**src/rtl/btn_conditioner.sv**
```systemverilog
// Two-channel push-button conditioner: 2-flop synchronizer, debounce FSM,
// press/release pulses and an optional long-press pulse (BTN_LONGPRESS_EN).
//
// Ports:
//   sysclk      - single clock, all logic on its rising edge
//   reset       - synchronous, active-high reset
//   btn_raw     - asynchronous raw buttons (bit0 = BTNU, bit1 = BTND)
//   btn_level   - debounced, registered level per channel
//   btn_press   - one-cycle pulse on each accepted 0->1 transition
//   btn_release - one-cycle pulse on each accepted 1->0 transition
//   btn_long    - one-cycle pulse after LONG_CYCLES of hold; constant 0
//                 unless BTN_LONGPRESS_EN is defined
module btn_conditioner #(
    parameter int DEBOUNCE_CYCLES = 1000000,
    parameter int LONG_CYCLES     = 100000000
) (
    input  logic       sysclk,
    input  logic       reset,
    input  logic [1:0] btn_raw,
    output logic [1:0] btn_level,
    output logic [1:0] btn_press,
    output logic [1:0] btn_release,
    output logic [1:0] btn_long
);

    localparam int CW = $clog2(DEBOUNCE_CYCLES) + 1;
    localparam logic [CW-1:0] CNT_LAST = CW'(DEBOUNCE_CYCLES - 1);

    typedef enum logic [1:0] {
        S_LO,
        S_CHK_HI,
        S_HI,
        S_CHK_LO
    } state_t;

    for (genvar ch = 0; ch < 2; ch++) begin : g_ch
        logic [1:0]    sync_q;
        logic          sync;
        state_t        state;
        logic [CW-1:0] cnt;
        logic          level_q;
        logic          press_q;
        logic          release_q;
        logic          long_q;
        logic          accept_hi;

        // sync_q[1] is the only flop allowed to feed the FSM
        always_ff @(posedge sysclk) begin
            if (reset) begin
                sync_q <= 2'b00;
            end else begin
                sync_q <= {sync_q[0], btn_raw[ch]};
            end
        end

        assign sync = sync_q[1];

        // Edge at which a rising change is accepted (entry to S_HI)
        assign accept_hi = (state == S_CHK_HI) && sync && (cnt == CNT_LAST);

        // The counter only advances below CNT_LAST, so it can never wrap
        always_ff @(posedge sysclk) begin
            if (reset) begin
                state     <= S_LO;
                cnt       <= '0;
                level_q   <= 1'b0;
                press_q   <= 1'b0;
                release_q <= 1'b0;
            end else begin
                press_q   <= 1'b0;
                release_q <= 1'b0;
                unique case (state)
                    S_LO: begin
                        if (sync) begin
                            state <= S_CHK_HI;
                            cnt   <= '0;
                        end
                    end
                    S_CHK_HI: begin
                        if (!sync) begin
                            state <= S_LO;
                        end else if (cnt == CNT_LAST) begin
                            state   <= S_HI;
                            level_q <= 1'b1;
                            press_q <= 1'b1;
                        end else begin
                            cnt <= cnt + 1'b1;
                        end
                    end
                    S_HI: begin
                        if (!sync) begin
                            state <= S_CHK_LO;
                            cnt   <= '0;
                        end
                    end
                    S_CHK_LO: begin
                        if (sync) begin
                            state <= S_HI;
                        end else if (cnt == CNT_LAST) begin
                            state     <= S_LO;
                            level_q   <= 1'b0;
                            release_q <= 1'b1;
                        end else begin
                            cnt <= cnt + 1'b1;
                        end
                    end
                    default: begin
                        state <= S_LO;
                    end
                endcase
            end
        end

`ifdef BTN_LONGPRESS_EN
        localparam int HW = $clog2(LONG_CYCLES) + 1;
        localparam logic [HW-1:0] HOLD_LAST = HW'(LONG_CYCLES - 1);
        localparam logic [HW-1:0] HOLD_SAT  = HW'(LONG_CYCLES);

        logic [HW-1:0] hold;

        // Hold counter parks at LONG_CYCLES after firing, so the pulse
        // cannot repeat until a new press clears it.
        always_ff @(posedge sysclk) begin
            if (reset) begin
                hold   <= '0;
                long_q <= 1'b0;
            end else begin
                long_q <= 1'b0;
                if (accept_hi) begin
                    hold <= '0;
                end else if (level_q && hold != HOLD_SAT) begin
                    hold <= hold + 1'b1;
                    if (hold == HOLD_LAST) begin
                        long_q <= 1'b1;
                    end
                end
            end
        end
`else
        assign long_q = 1'b0;
`endif

        assign btn_level[ch]   = level_q;
        assign btn_press[ch]   = press_q;
        assign btn_release[ch] = release_q;
        assign btn_long[ch]    = long_q;
    end

endmodule
```
**config.mk**
```make
export PLATFORM = sky130hd
export DESIGN_NAME = btn_conditioner
export DESIGN_NICKNAME = d
export VERILOG_FILES = /design/src/rtl/btn_conditioner.sv
export SDC_FILE = /design/constraint.sdc
export NUM_CORES = 1
export LEC_CHECK = 0
export BUFFER_PORTS_ARGS = -buffer_cell sky130_fd_sc_hd__buf_2
export CORE_UTILIZATION = 59
export CTS_BUF_LIST = sky130_fd_sc_hd__clkbuf_8
export DETAILED_ROUTE_END_ITERATION = 10
export PLACE_DENSITY = 0.77
export SLEW_MARGIN = 40
export SYNTH_ARGS = -nofsm -noshare
export SYNTH_HDL_FRONTEND = slang
export SYNTH_SLANG_ARGS = --single-unit
```
**constraint.sdc**
```tcl
create_clock -name sysclk -period 3.02 [get_ports sysclk]
set_clock_uncertainty 0.2 [all_clocks]
set_input_delay 0.755 -clock sysclk [delete_from_list [all_inputs] [get_ports sysclk]]
set_output_delay 0.755 -clock sysclk [all_outputs]
set_load 0.02 [all_outputs]
```
* Word level (Yosys, flattened, before mapping) *
Index checks and enable logic that the tools add are counted.

operators by class
  add/sub/neg operators = 2
  $mul = 0
  divide/modulo/power cells = 0
  magnitude comparators = 0
  equality and inequality tests = 24
  shift operators = 0
  multiplexer cells = 38
  bitwise logic cells = 6
  reductions and logical operators = 14

operators with widths
  kind                     number
  $mux W21                 10
  $pmux W21 S4             2
  $add A21 B1 Y21 const B  2
  $eq A21 B20 Y1 const B   2
  $mux W2                  12
  $ne A2 B2 Y1 const B     10
  $pmux W2 S4              2
  $reduce_and A4 Y1        4
  $reduce_or A3 Y1         4
  $mux W1                  10
  $reduce_and A5 Y1        2
  $eq A2 B2 Y1 const B     4
  $ne A3 B2 Y1 const B     2
  $ne A3 B3 Y1 const B     2
  $not A1 Y1               6
  $eq A2 B1 Y1 const B     2
  $logic_not A2 Y1         2
  $ne A2 B1 Y1 const B     2
  $pmux W1 S2              2
  $reduce_bool A2 Y1       2

storage, ports and cells
  register bits = 56
  latch bits = 0
  RAM bits = 0
  ROM bits = 0
  input bits = 4
  output and inout port bits = 8
  word-level logic and storage cells = 96
  memories kept = 0

* Longest topological paths before layout *
Gate-level depths: netlist of run 1.

  depth in word-level cells = 4
  mapped depth = 7
  depth with buffers taken out = 6

* Least setup slack after synthesis of run 1 *
No wires, ideal clock.

  path type = register to register
  start point = register g_ch[0].cnt[0]
  end point = register g_ch[0].cnt[2]
  arrival = 1.856 ns
  path slack = 0.892 ns
  cell stages (with the launch flop) = 8
  path buffers = 1
  cells stage by stage = dfxtp_1 > ha_1 > and4_4 > nand2_4 > or4_1 > buf_2 > a31o_1 > a21oi_1

between the ends
  cells in the longest elaborated chain, start to end = 4
  elaborated cells between the ends (all ways) = 6
  those cells by class = add/sub (1); eq/ne (1); mux (4)

RTL lines
  item                                                      RTL line  RTL
  start: declaration                                        40        logic [CW-1:0] cnt;
  start signal: assignment                                  87        cnt <= cnt + 1'b1;
  start signal: assignment                                  104       cnt <= cnt + 1'b1;
  $add A21 B1 Y21 / $eq A21 B20 Y1 (equally long branches)  --
  $mux W21 (*)                                              82, 99
  $mux W21 (on tied branches)                               97, 80
  $pmux W21 S4 (*)                                          72        unique case (state)

Every way passes the cells marked *; elsewhere a longest branch is shown, timed or not. The select of a mux whose other input is x is not followed.
A chain may end at the register's enable or synchronous reset.

* Final worst setup path of run 1 *
  start point = register g_ch[1].cnt[0]
  end point = register g_ch[1].cnt[7]

between the ends
  cells in the longest elaborated chain, start to end = 4
  elaborated cells between the ends (all ways) = 6
  those cells by class = add/sub (1); eq/ne (1); mux (4)

RTL lines
  item                                                      RTL line
  start: declaration                                        40
  start signal: assignment                                  87
  start signal: assignment                                  104
  $add A21 B1 Y21 / $eq A21 B20 Y1 (equally long branches)  --
  $mux W21 (*)                                              82, 99
  $mux W21 (on tied branches)                               97, 80
  $pmux W21 S4 (*)                                          72

Marks and branches as above.

==> results of run 1 <==
-- cell families (layout without fill, tap and decap cells) --
kind of cell               count (synthesis)  in the layout
and+or+nand+nor                          153            153
AOI/OAI and AO/OA                         58             58
DFF                                       56             56
buffers and inverters                     27             30
xor gates and xnor gates                  25             25
adders and majority gates                  2              2
other                                      1              2
-- final cells by class --
type,instances,share of cell area
multi-input cells,240,0.513
flip-flops and latches,56,0.391
repair buffers,16,0.0340
clock buffers,5,0.0240
well taps,52,0.0227
inverters,6,0.00785
clock inverters,3,0.00742
-- Yosys cell counts, types with 3 or more instances --
library cell,n
sky130_fd_sc_hd__nor2b_1,5
sky130_fd_sc_hd__buf_2,5
sky130_fd_sc_hd__nor3_1,12
sky130_fd_sc_hd__xnor2_1,10
sky130_fd_sc_hd__a31oi_1,3
sky130_fd_sc_hd__nor2_1,33
sky130_fd_sc_hd__nand3_1,21
sky130_fd_sc_hd__o21ai_1,3
sky130_fd_sc_hd__and3_1,4
sky130_fd_sc_hd__o211ai_1,6
sky130_fd_sc_hd__o31ai_1,4
sky130_fd_sc_hd__inv_1,5
sky130_fd_sc_hd__nand2_1,24
sky130_fd_sc_hd__dfxtp_1,56
sky130_fd_sc_hd__or3_1,4
sky130_fd_sc_hd__and4_1,3
sky130_fd_sc_hd__o21ai_0,9
sky130_fd_sc_hd__a21oi_1,17
sky130_fd_sc_hd__nor4b_1,8
sky130_fd_sc_hd__nand4_1,18
sky130_fd_sc_hd__buf_4,9
sky130_fd_sc_hd__xor2_1,15
sky130_fd_sc_hd__or4_1,6
sky130_fd_sc_hd__clkbuf_1,5
-- metrics by stage --
| step | setup WS [ns] | hold slack, ns |
|---|---|---|
| detailed placement | 0.441 | 0.228 |
| floorplan | 0.892 | 0.214 |
| CTS | 0.628 | 0.251 |
| global route | 0.460 | 0.268 |
| finish | 0.578 | 0.250 |
| global placement | 0.511 | 0.219 |
-- layer usage --
metal | vias up | global-route usage | wire [um]
met4 | 0 | 0.113 | 140
met1 | 1057 | 0.307 | 2590
met5 | - | 0 | 0
li1 | 1178 | - | -
met2 | 57 | 0.386 | 2600
met3 | 13 | 0.0404 | 200
-- sequential cells by signal, summed over array words and instances, names as in the netlist, named ones only --
signal and cells:
g_ch.press_q 2, g_ch.level_q 2, g_ch.cnt 42, g_ch.sync_q 4, g_ch.state 2, g_ch.release_q 2
-- where the power goes --
group	switching, uW	internal [uW]
sequential	9.84	747
clock	249	165
combinational	42.8	21.3
-- worst paths after layout --
path	start	end	slack [ns]	cells past startpoint
worst max-delay path	g_ch[1].cnt[0]	g_ch[1].cnt[7]	0.58	7
worst max register to register	g_ch[1].cnt[0]	g_ch[1].cnt[7]	0.58	7
worst min register to register	g_ch[0].sync_q[0]	g_ch[0].sync_q[1]	0.25	1
worst min-delay path	g_ch[0].sync_q[0]	g_ch[0].sync_q[1]	0.25	1
==> impl_metrics.toml, run 1 <==
[outcome]
run_status = "complete, no violations"

[sta]
headroom_to_the_max_slew_limit = 0.551
finalSetupViolCount = 0
final_min_period_over_clock_period = 0.809
timing.final.crit_period_ns = 2.44
hold_violations = 0
grt_setup_unrepaired = "false"
achievable-frequency_ghz = 0.409
tightest_slew_ns = 0.669
setup_total_negative_slack_ns = 0
drv_slew = 0

[synth]
synth-edff-count = 0
syn-instance-count = 322
post_synth_instance_area_um2 = 2740
yosys_register_bits = 56
ys_dominant_reg_cell = "sky130_fd_sc_hd__dfxtp_1"
syn_area_per_cell_um2 = 8.51
synth_top_cell_by_area = "sky130_fd_sc_hd__dfxtp_1"
muxShareOfSynthArea = 0
post_synth_main_area_contributors = "sky130_fd_sc_hd__dfxtp_1 41%, sky130_fd_sc_hd__xor2_1 4.8%, sky130_fd_sc_hd__nor2_1 4.5%"
synth_top_family_by_area = "simple AND/OR/NAND/NOR gates"
synthAdderAreaFrac = 0.00913
yosysUniqueCellTypes = 52
yosysWarnings = 0
synth_simple_gate_area_share = 0.304
post-synth-top-area-fraction = 0.409
compound_gate_fraction_of_synth_area = 0.141
synth.yosys.seq_area_share = 0.409
synth_xor_xnor_area_share = 0.0799
async_reset_ff_frac = 0

[detailed_routing]
dr_vias = 2305
drtAntennaViolNets = 0
detail_route.wirelength_um = 5520
routedWlPerCell_um = 14.6
number_of_remaining_drc_errors = 0
routed_via_density = 6.10
first_pass_iters = 4
initialDrtViolationCount = 130

[job]
cap_viol_max_count = 0

[grt]
grt_start_max_net_pins = 23
grt_antenna_before_repair = 0
gr_overflow_total = 0
grt_first_pass_wirelength_um = 9330
grt_pass1_vias = 2076
grt_use_total = 0.238

[pwr]
pwr_density_cell_nw_per_um2 = 431
leakagePower_uw = 0.000927
peakVddDrop_v = 0.000283
finalPower_uw = 1240

[layout]
drive_above_1_share = 0.0982
mostFrequentLayoutCells = "56 x sky130_fd_sc_hd__dfxtp_1, 33 x sky130_fd_sc_hd__nor2_1, 24 x sky130_fd_sc_hd__nand2_1, 21 x sky130_fd_sc_hd__nand3_1, 18 x sky130_fd_sc_hd__nand4_1"
multi_input_comb_area_um2 = 1470
layout.cells.most_common = "sky130_fd_sc_hd__dfxtp_1"
utilization = 0.650
antenna_cells = 0
areaGrowthSynthToFinish_pct = 4.61
n_fill_cell = 369
stdcell_count = 378
regArea_um2 = 1120
fin_area_um2 = 2870
nets = 331

[placement]
dpl-instance-area_um2 = 2780
dpl.cell_count = 370
place.gp.congestion = 0.845
hpwlAfterDp_um = 3900
io_buffers = 9

[die]
die_height_um = 70.2
initial_utilization = 0.621
die_width_um = 70.2
rows = 24
floorplan.core_area_um2 = 4410
die_area_um2 = 4920
io_pins = 12

[setup_path]
timing.critical_path.max_delay_family = "compound AO/OA/AOI/OAI gates"
cp_cell_sequence = "ha_1 > nand3_1 > or2_0 > o21ai_1 > buf_4 > o31ai_1 > a21oi_1"
maximum_fanout_encountered_on_the_critical_timing_path = 9
cp-start-kind = "flop"
critPathBufInv = 1
critical_path.max_stage_delay_ns = 0.54
path_class = "flop to flop"
worst_setup_path_end_kind = "flop"
worst-endpoint-required_ns = 3.07
crit_path_top_delay_cell = "sky130_fd_sc_hd__o21ai_1"
arrival_worst_endpoint_ns = 2.49

[clock_network]
ctsResizeCount = 0
clk-insertion-delay-late_ns = 0.32
cts_sinks = 56
clock_tree.root_cell = "sky130_fd_sc_hd__clkbuf_8"
maximum_number_of_buffers_from_clock_root_to_sink = 2
cts_tree = "done"
number_of_buffers_inserted_during_clock_tree_synthesis = 5
post_cts.repair.setup_buffers = 0
clk_transition_reported_paths_ns = 0.11
clock_tree.htree_level_count = 2
cts_hold_buf = 0

[min_path]
hp-class = "flop to flop"
Power figures use the tool's default switching activity.
==> run 2, diff against run 1 <==
ABC_AREA = 1   (was unset)
PLACE_DENSITY = 0.76   (was 0.77)
clock period = 2.4 ns   (was 3.02 ns; I/O delays follow)
==> run 2 against run 1 <==
Non-clock buffer count down 1. Via count rose by 37%. Worst setup slack lost 0.30 ns. Area after synthesis increased by 20%. Register-to-register slack lost 0.30 ns. Maximum frequency up 15%. Core utilization grew 0.71 points. Routed wire length increased by 30%. Clock power increased by 47%. Highest routed layer unchanged.
==> impl_metrics.toml, run 2 <==
[die]
die_area_um2 = 5900
rows = 26
initial_utilization = 0.630
io_pins = 12
die_width_um = 76.8
die_height_um = 76.8
floorplan.core_area_um2 = 5240

[clock_network]
clock_tree.htree_level_count = 2
post_cts.repair.setup_buffers = 0
cts_hold_buf = 0
maximum_number_of_buffers_from_clock_root_to_sink = 2
cts_tree = "done"
clk-insertion-delay-late_ns = 0.31
clk_transition_reported_paths_ns = 0.10
cts_sinks = 56
ctsResizeCount = 0
clock_tree.root_cell = "sky130_fd_sc_hd__clkbuf_8"
number_of_buffers_inserted_during_clock_tree_synthesis = 5

[grt]
grt_start_max_net_pins = 28
grt_pass1_vias = 2781
grt_antenna_before_repair = 0
grt_use_total = 0.256
grt_first_pass_wirelength_um = 12200
gr_overflow_total = 0

[detailed_routing]
first_pass_iters = 4
number_of_remaining_drc_errors = 0
dr_vias = 3151
detail_route.wirelength_um = 7180
initialDrtViolationCount = 242
routedWlPerCell_um = 12.2
drtAntennaViolNets = 0
routed_via_density = 5.37

[layout]
reg.largest.list = "g_ch.cnt x42, g_ch.sync_q x4"
largest_register_ffs = 42
areaGrowthSynthToFinish_pct = 4.17
nets = 522
drive_above_1_share = 0.104
mostFrequentLayoutCells = "130 x sky130_fd_sc_hd__nand2_1, 79 x sky130_fd_sc_hd__nor2_1, 56 x sky130_fd_sc_hd__inv_1, 56 x sky130_fd_sc_hd__dfxtp_1, 40 x sky130_fd_sc_hd__nand3_1"
layout.cells.most_common = "sky130_fd_sc_hd__nand2_1"
antenna_cells = 0
most_flop_heavy_register = "g_ch.cnt"
stdcell_count = 587
utilization = 0.657

[setup_path]
critical_path.reg2reg.endpoint = "g_ch[0].cnt[8]"
path_class = "flop to flop"
worst_setup_path_end_kind = "flop"
flop_to_flop_setup_slack_ns = 0.27
worst-endpoint-required_ns = 2.39
cp-start-kind = "flop"
maximum_fanout_encountered_on_the_critical_timing_path = 27
crit-reg2reg-launch = "g_ch[0].cnt[0]"
arrival_worst_endpoint_ns = 2.12
reg2reg_depth = 8

[pwr]
netSwitchingPower_uw = 356
finalPower_uw = 1610
peakVddDrop_v = 0.000328
power_frac_seq = 0.581
leakagePower_uw = 0.00126
pwr_density_cell_nw_per_um2 = 468
cell_internal_pwr_uw = 1250
power.clock.fraction = 0.378
net_switching_fraction_of_the_power = 0.221
pwr-share-comb = 0.040

[sta]
drv_slew = 0
finalSetupViolCount = 0
final_min_period_over_clock_period = 0.886
final_critical_path_setup_slack_ns = 0.275
timing.final.crit_period_ns = 2.13
achievable-frequency_ghz = 0.471
setup_total_negative_slack_ns = 0
grt_setup_unrepaired = "false"
hold_violations = 0

[placement]
io_buffers = 9
dp_worst_setup_slack_ns = 0.284
place.gp.congestion = 0.906
dpl.cell_count = 579
hpwlAfterDp_um = 5190

[synth]
yosysWarnings = 0
yosysUniqueCellTypes = 37
synth_top_family_by_area = "simple AND/OR/NAND/NOR gates"
synthAdderAreaFrac = 0.00758
synth-edff-count = 0
post_synth_most_frequent_cells = "130 x sky130_fd_sc_hd__nand2_1, 79 x sky130_fd_sc_hd__nor2_1, 56 x sky130_fd_sc_hd__dfxtp_1"
yosys_register_bits = 56
post_synth_main_area_contributors = "sky130_fd_sc_hd__dfxtp_1 34%, sky130_fd_sc_hd__nand2_1 15%, sky130_fd_sc_hd__nor2_1 9.0%"
synth_simple_gate_area_share = 0.432
post-synth-top-area-fraction = 0.340
syn_area_per_cell_um2 = 6.41
synth_top_cell_by_area = "sky130_fd_sc_hd__dfxtp_1"
post_synth_instance_area_um2 = 3300
muxShareOfSynthArea = 0
synth.yosys.seq_area_share = 0.340
ys_dominant_reg_cell = "sky130_fd_sc_hd__dfxtp_1"
synth_xor_xnor_area_share = 0.0106
async_reset_ff_frac = 0
compound_gate_fraction_of_synth_area = 0.0947
post-synth-top-count-cell = "sky130_fd_sc_hd__nand2_1"
syn-instance-count = 515

[min_path]
hp-class = "flop to flop"
timing.hold.worst_path_depth = 2
worst_min_delay_path_startpoint = "g_ch[1].sync_q[0]"
min_to = "g_ch[1].sync_q[1]"

[outcome]
run_status = "complete, no violations"

[job]
cap_viol_max_count = 0
## run 2: critical path, stage by stage (launching register included)
cell and delay (ns):
sky130_fd_sc_hd__dfxtp_1 0.42, sky130_fd_sc_hd__ha_1 0.23, sky130_fd_sc_hd__nand3_2 0.15, sky130_fd_sc_hd__nor2_2 0.15, sky130_fd_sc_hd__nand3_2 0.16, sky130_fd_sc_hd__nand2_4 0.28, sky130_fd_sc_hd__inv_2 0.22, sky130_fd_sc_hd__nand4_1 0.12
sky130_fd_sc_hd__a21oi_1 0.07
## run 2: worst max-delay path by stage
stage	start	endpoint	slack (ns)	cells past startpoint
floorplan	g_ch[0].cnt[0]	g_ch[0].cnt[17]	0.65	9
global placement	g_ch[0].cnt[0]	g_ch[0].cnt[19]	0.35	8
detailed placement	g_ch[0].cnt[0]	g_ch[0].cnt[19]	0.28	8
CTS	g_ch[0].cnt[0]	g_ch[0].cnt[8]	0.27	8
global route	g_ch[0].cnt[0]	g_ch[0].cnt[19]	0.09	8
finish	g_ch[0].cnt[0]	g_ch[0].cnt[8]	0.27	8
## run 2: logic make-up after synthesis
| group | Yosys count |
|---|---|
| AND/OR/NAND/NOR | 311 |
| buffers and inverters | 82 |
| AO/OA/AOI/OAI | 59 |
| flip-flops | 56 |
| XOR/XNOR | 4 |
| adder cells (fa/ha/maj) | 2 |
| other | 1 |
## run 2: power groups by stage
| stage | Clock (uW) | Combinational, uW | Sequential (uW) |
|---|---|---|---|
| 2_1_floorplan | 0 | 53.4 | 957 |
| 6_report | 609 | 64.7 | 936 |
| 5_1_grt | 657 | 71.5 | 937 |
| 3_5_place_dp | 0 | 63.8 | 957 |
| 3_3_place_gp | 0 | 63.2 | 957 |
| 4_1_cts | 621 | 63.9 | 936 |
## run 2: final cells by class
| class | instances | area, um^2 |
|---|---|---|
| multi-input cells | 378 | 1810 |
| fillers | 498 | 1800 |
| flip-flops and latches | 56 | 1120 |
| inverters | 60 | 225 |
| repair buffers | 15 | 90.1 |
| well taps | 70 | 87.6 |
| clock buffers | 5 | 68.8 |
| clock inverters | 3 | 38.8 |
## run 2: per-layer routing
| layer | wire (um) | vias to the layer above | track usage | share of wire |
|---|---|---|---|---|
| li1 | - | 1645 | - | - |
| met1 | 3890 | 1421 | 0.373 | 0.54 |
| met2 | 2920 | 77 | 0.383 | 0.41 |
| met3 | 297 | 8 | 0.0405 | 0.041 |
| met4 | 72 | 0 | 0.0788 | 0.010 |
| met5 | 0 | - | 0 | 0 |
## run 2: through the flow
step	hold slack, ns	instance area, um^2
final	0.216	3440
after global routing	0.228	3440
after CTS	0.218	3440
after detailed placement	0.199	3330
after global placement	0.197	3330
after floorplan	0.188	3310
==> run 3, diff against run 2 <==
CAP_MARGIN = 40   (was unset)
REMOVE_ABC_BUFFERS = 1   (was unset)
clock period = 2 ns   (was 2.4 ns; I/O delays follow)
==> run 3 against run 2 <==
Final cell count up 1.5%. Non-clock buffer count up 9. Sequential cell count unchanged. Clock power up 10%. Sequential share of layout area down 0.94 points.
==> impl_metrics.toml, run 3 (synthesized netlist as in run 2, its figures left out) <==
[layout]
most_flop_heavy_register = "g_ch.cnt"
reg.largest.list = "g_ch.cnt x42, g_ch.sync_q x4"
mostFrequentLayoutCells = "130 x sky130_fd_sc_hd__nand2_1, 76 x sky130_fd_sc_hd__nor2_1, 55 x sky130_fd_sc_hd__inv_1, 55 x sky130_fd_sc_hd__dfxtp_1, 40 x sky130_fd_sc_hd__nand3_1"
drive_above_1_share = 0.131
nets = 531
areaGrowthSynthToFinish_pct = 7.39
antenna_cells = 0
stdcell_count = 596
layout.cells.most_common = "sky130_fd_sc_hd__nand2_1"
largest_register_ffs = 42
utilization = 0.677

[die]
die_area_um2 = 5900
die_width_um = 76.8
rows = 26
io_pins = 12
die_height_um = 76.8
initial_utilization = 0.630
floorplan.core_area_um2 = 5240

[grt]
grt_start_max_net_pins = 35
grt_first_pass_wirelength_um = 13100
grt_pass1_vias = 2842
grt_antenna_before_repair = 0
gr_overflow_total = 0
grt_use_total = 0.272

[setup_path]
maximum_fanout_encountered_on_the_critical_timing_path = 4
worst-endpoint-required_ns = 2.04
path_class = "flop to flop"
worst_setup_path_end_kind = "flop"
arrival_worst_endpoint_ns = 1.93
flop_to_flop_setup_slack_ns = 0.11
critical_path.reg2reg.endpoint = "g_ch[0].cnt[10]"
cp-start-kind = "flop"
worst_setup_path_endpoint = "g_ch[0].cnt[10]"
launching_element_of_the_worst_setup_path = "g_ch[0].cnt[1]"
crit-reg2reg-launch = "g_ch[0].cnt[1]"
reg2reg_depth = 8

[sta]
finalSetupViolCount = 0
timing.final.crit_period_ns = 1.89
final_critical_path_setup_slack_ns = 0.114
hold_violations = 0
drv_slew = 0
grt_setup_unrepaired = "false"
setup_total_negative_slack_ns = 0
final_min_period_over_clock_period = 0.943
achievable-frequency_ghz = 0.530

[placement]
dpl.cell_count = 588
place.gp.congestion = 0.949
hpwlAfterDp_um = 5620
io_buffers = 9
dp_worst_setup_slack_ns = 0.0630

[detailed_routing]
number_of_remaining_drc_errors = 0
initialDrtViolationCount = 342
first_pass_iters = 5
dr_vias = 3288
drtAntennaViolNets = 0
routed_via_density = 5.52
detail_route.wirelength_um = 7750
routedWlPerCell_um = 13.0

[outcome]
run_status = "complete, no violations"

[min_path]
timing.hold.worst_path_depth = 3
hp-class = "input port to flop"

[clock_network]
cts_hold_buf = 0
clk-insertion-delay-late_ns = 0.31
clock_tree.root_cell = "sky130_fd_sc_hd__clkbuf_8"
number_of_buffers_inserted_during_clock_tree_synthesis = 5
cts_sinks = 56
cts_tree = "done"
maximum_number_of_buffers_from_clock_root_to_sink = 2
clock_tree.htree_level_count = 2
clk_transition_reported_paths_ns = 0.11

[pwr]
pwr_density_cell_nw_per_um2 = 530
finalPower_uw = 1880
leakagePower_uw = 0.00130
peakVddDrop_v = 0.000546

[job]
cap_viol_max_count = 0
-- run 3: cell types whose count changed in the layout (fill, tap and decap cells not counted), sizes merged --
cell,before,now
buf,15,24
bufinv,1,0
clkbuf,5,6
-- run 3: power breakdown --
part           switching [uW]  internal [uW]  total, uW
logic                    63.0           21.8       84.8
clock network             385            285        670
registers                3.48           1120       1120
-- run 3: per-stage QoR --
step / cell area, um^2 / hold WS [ns]
2_1_floorplan: 3150 / 0.188
3_3_place_gp: 3400 / 0.198
3_5_place_dp: 3400 / 0.200
4_1_cts: 3500 / 0.181
5_1_grt: 3550 / 0.178
6_report: 3550 / 0.189
-- run 3: worst min path at each step --
stage	from	to
floorplan	g_ch[0].sync_q[0]	g_ch[0].sync_q[1]
global placement	g_ch[0].sync_q[0]	g_ch[0].sync_q[1]
detailed placement	g_ch[1].sync_q[0]	g_ch[1].sync_q[1]
CTS	btn_raw[0]	g_ch[0].sync_q[0]
global route	btn_raw[0]	g_ch[0].sync_q[0]
finish	btn_raw[0]	g_ch[0].sync_q[0]
-- run 3: what timing repair did --
action | CTS | global route
resized for setup | 0 | 11
setup buffers | 0 | 0
setup endpoints to repair | 0 | 33
-- run 3: cell type report --
cell class / instances / area, um^2
Timing Repair Buffer: 24 / 161
Multi-Input combinational cell: 378 / 1850
Fill cell: 479 / 1690
Sequential cell: 56 / 1120
Tap cell: 70 / 87.6
Clock buffer: 6 / 82.6
Clock inverter: 2 / 13.8
Inverter: 60 / 225
-- run 3: metal layers --
metal / GRT usage / up-vias / wire length (um)
met2: 0.376 / 136 / 3210
li1: - / 1673 / -
met4: 0.0654 / 0 / 51
met5: 0 / - / 0
met1: 0.418 / 1473 / 3820
met3: 0.0607 / 6 / 672
-- run 3: critical path, stage by stage (launching register included) --
cell                      delay [ns]
sky130_fd_sc_hd__dfxtp_1        0.39
sky130_fd_sc_hd__ha_1           0.21
sky130_fd_sc_hd__nand2_1        0.10
sky130_fd_sc_hd__nor2_2         0.17
sky130_fd_sc_hd__nand2_1        0.10
sky130_fd_sc_hd__nor2_1         0.26
sky130_fd_sc_hd__or2_2          0.17
sky130_fd_sc_hd__nand4_1        0.08
sky130_fd_sc_hd__a21oi_1        0.15
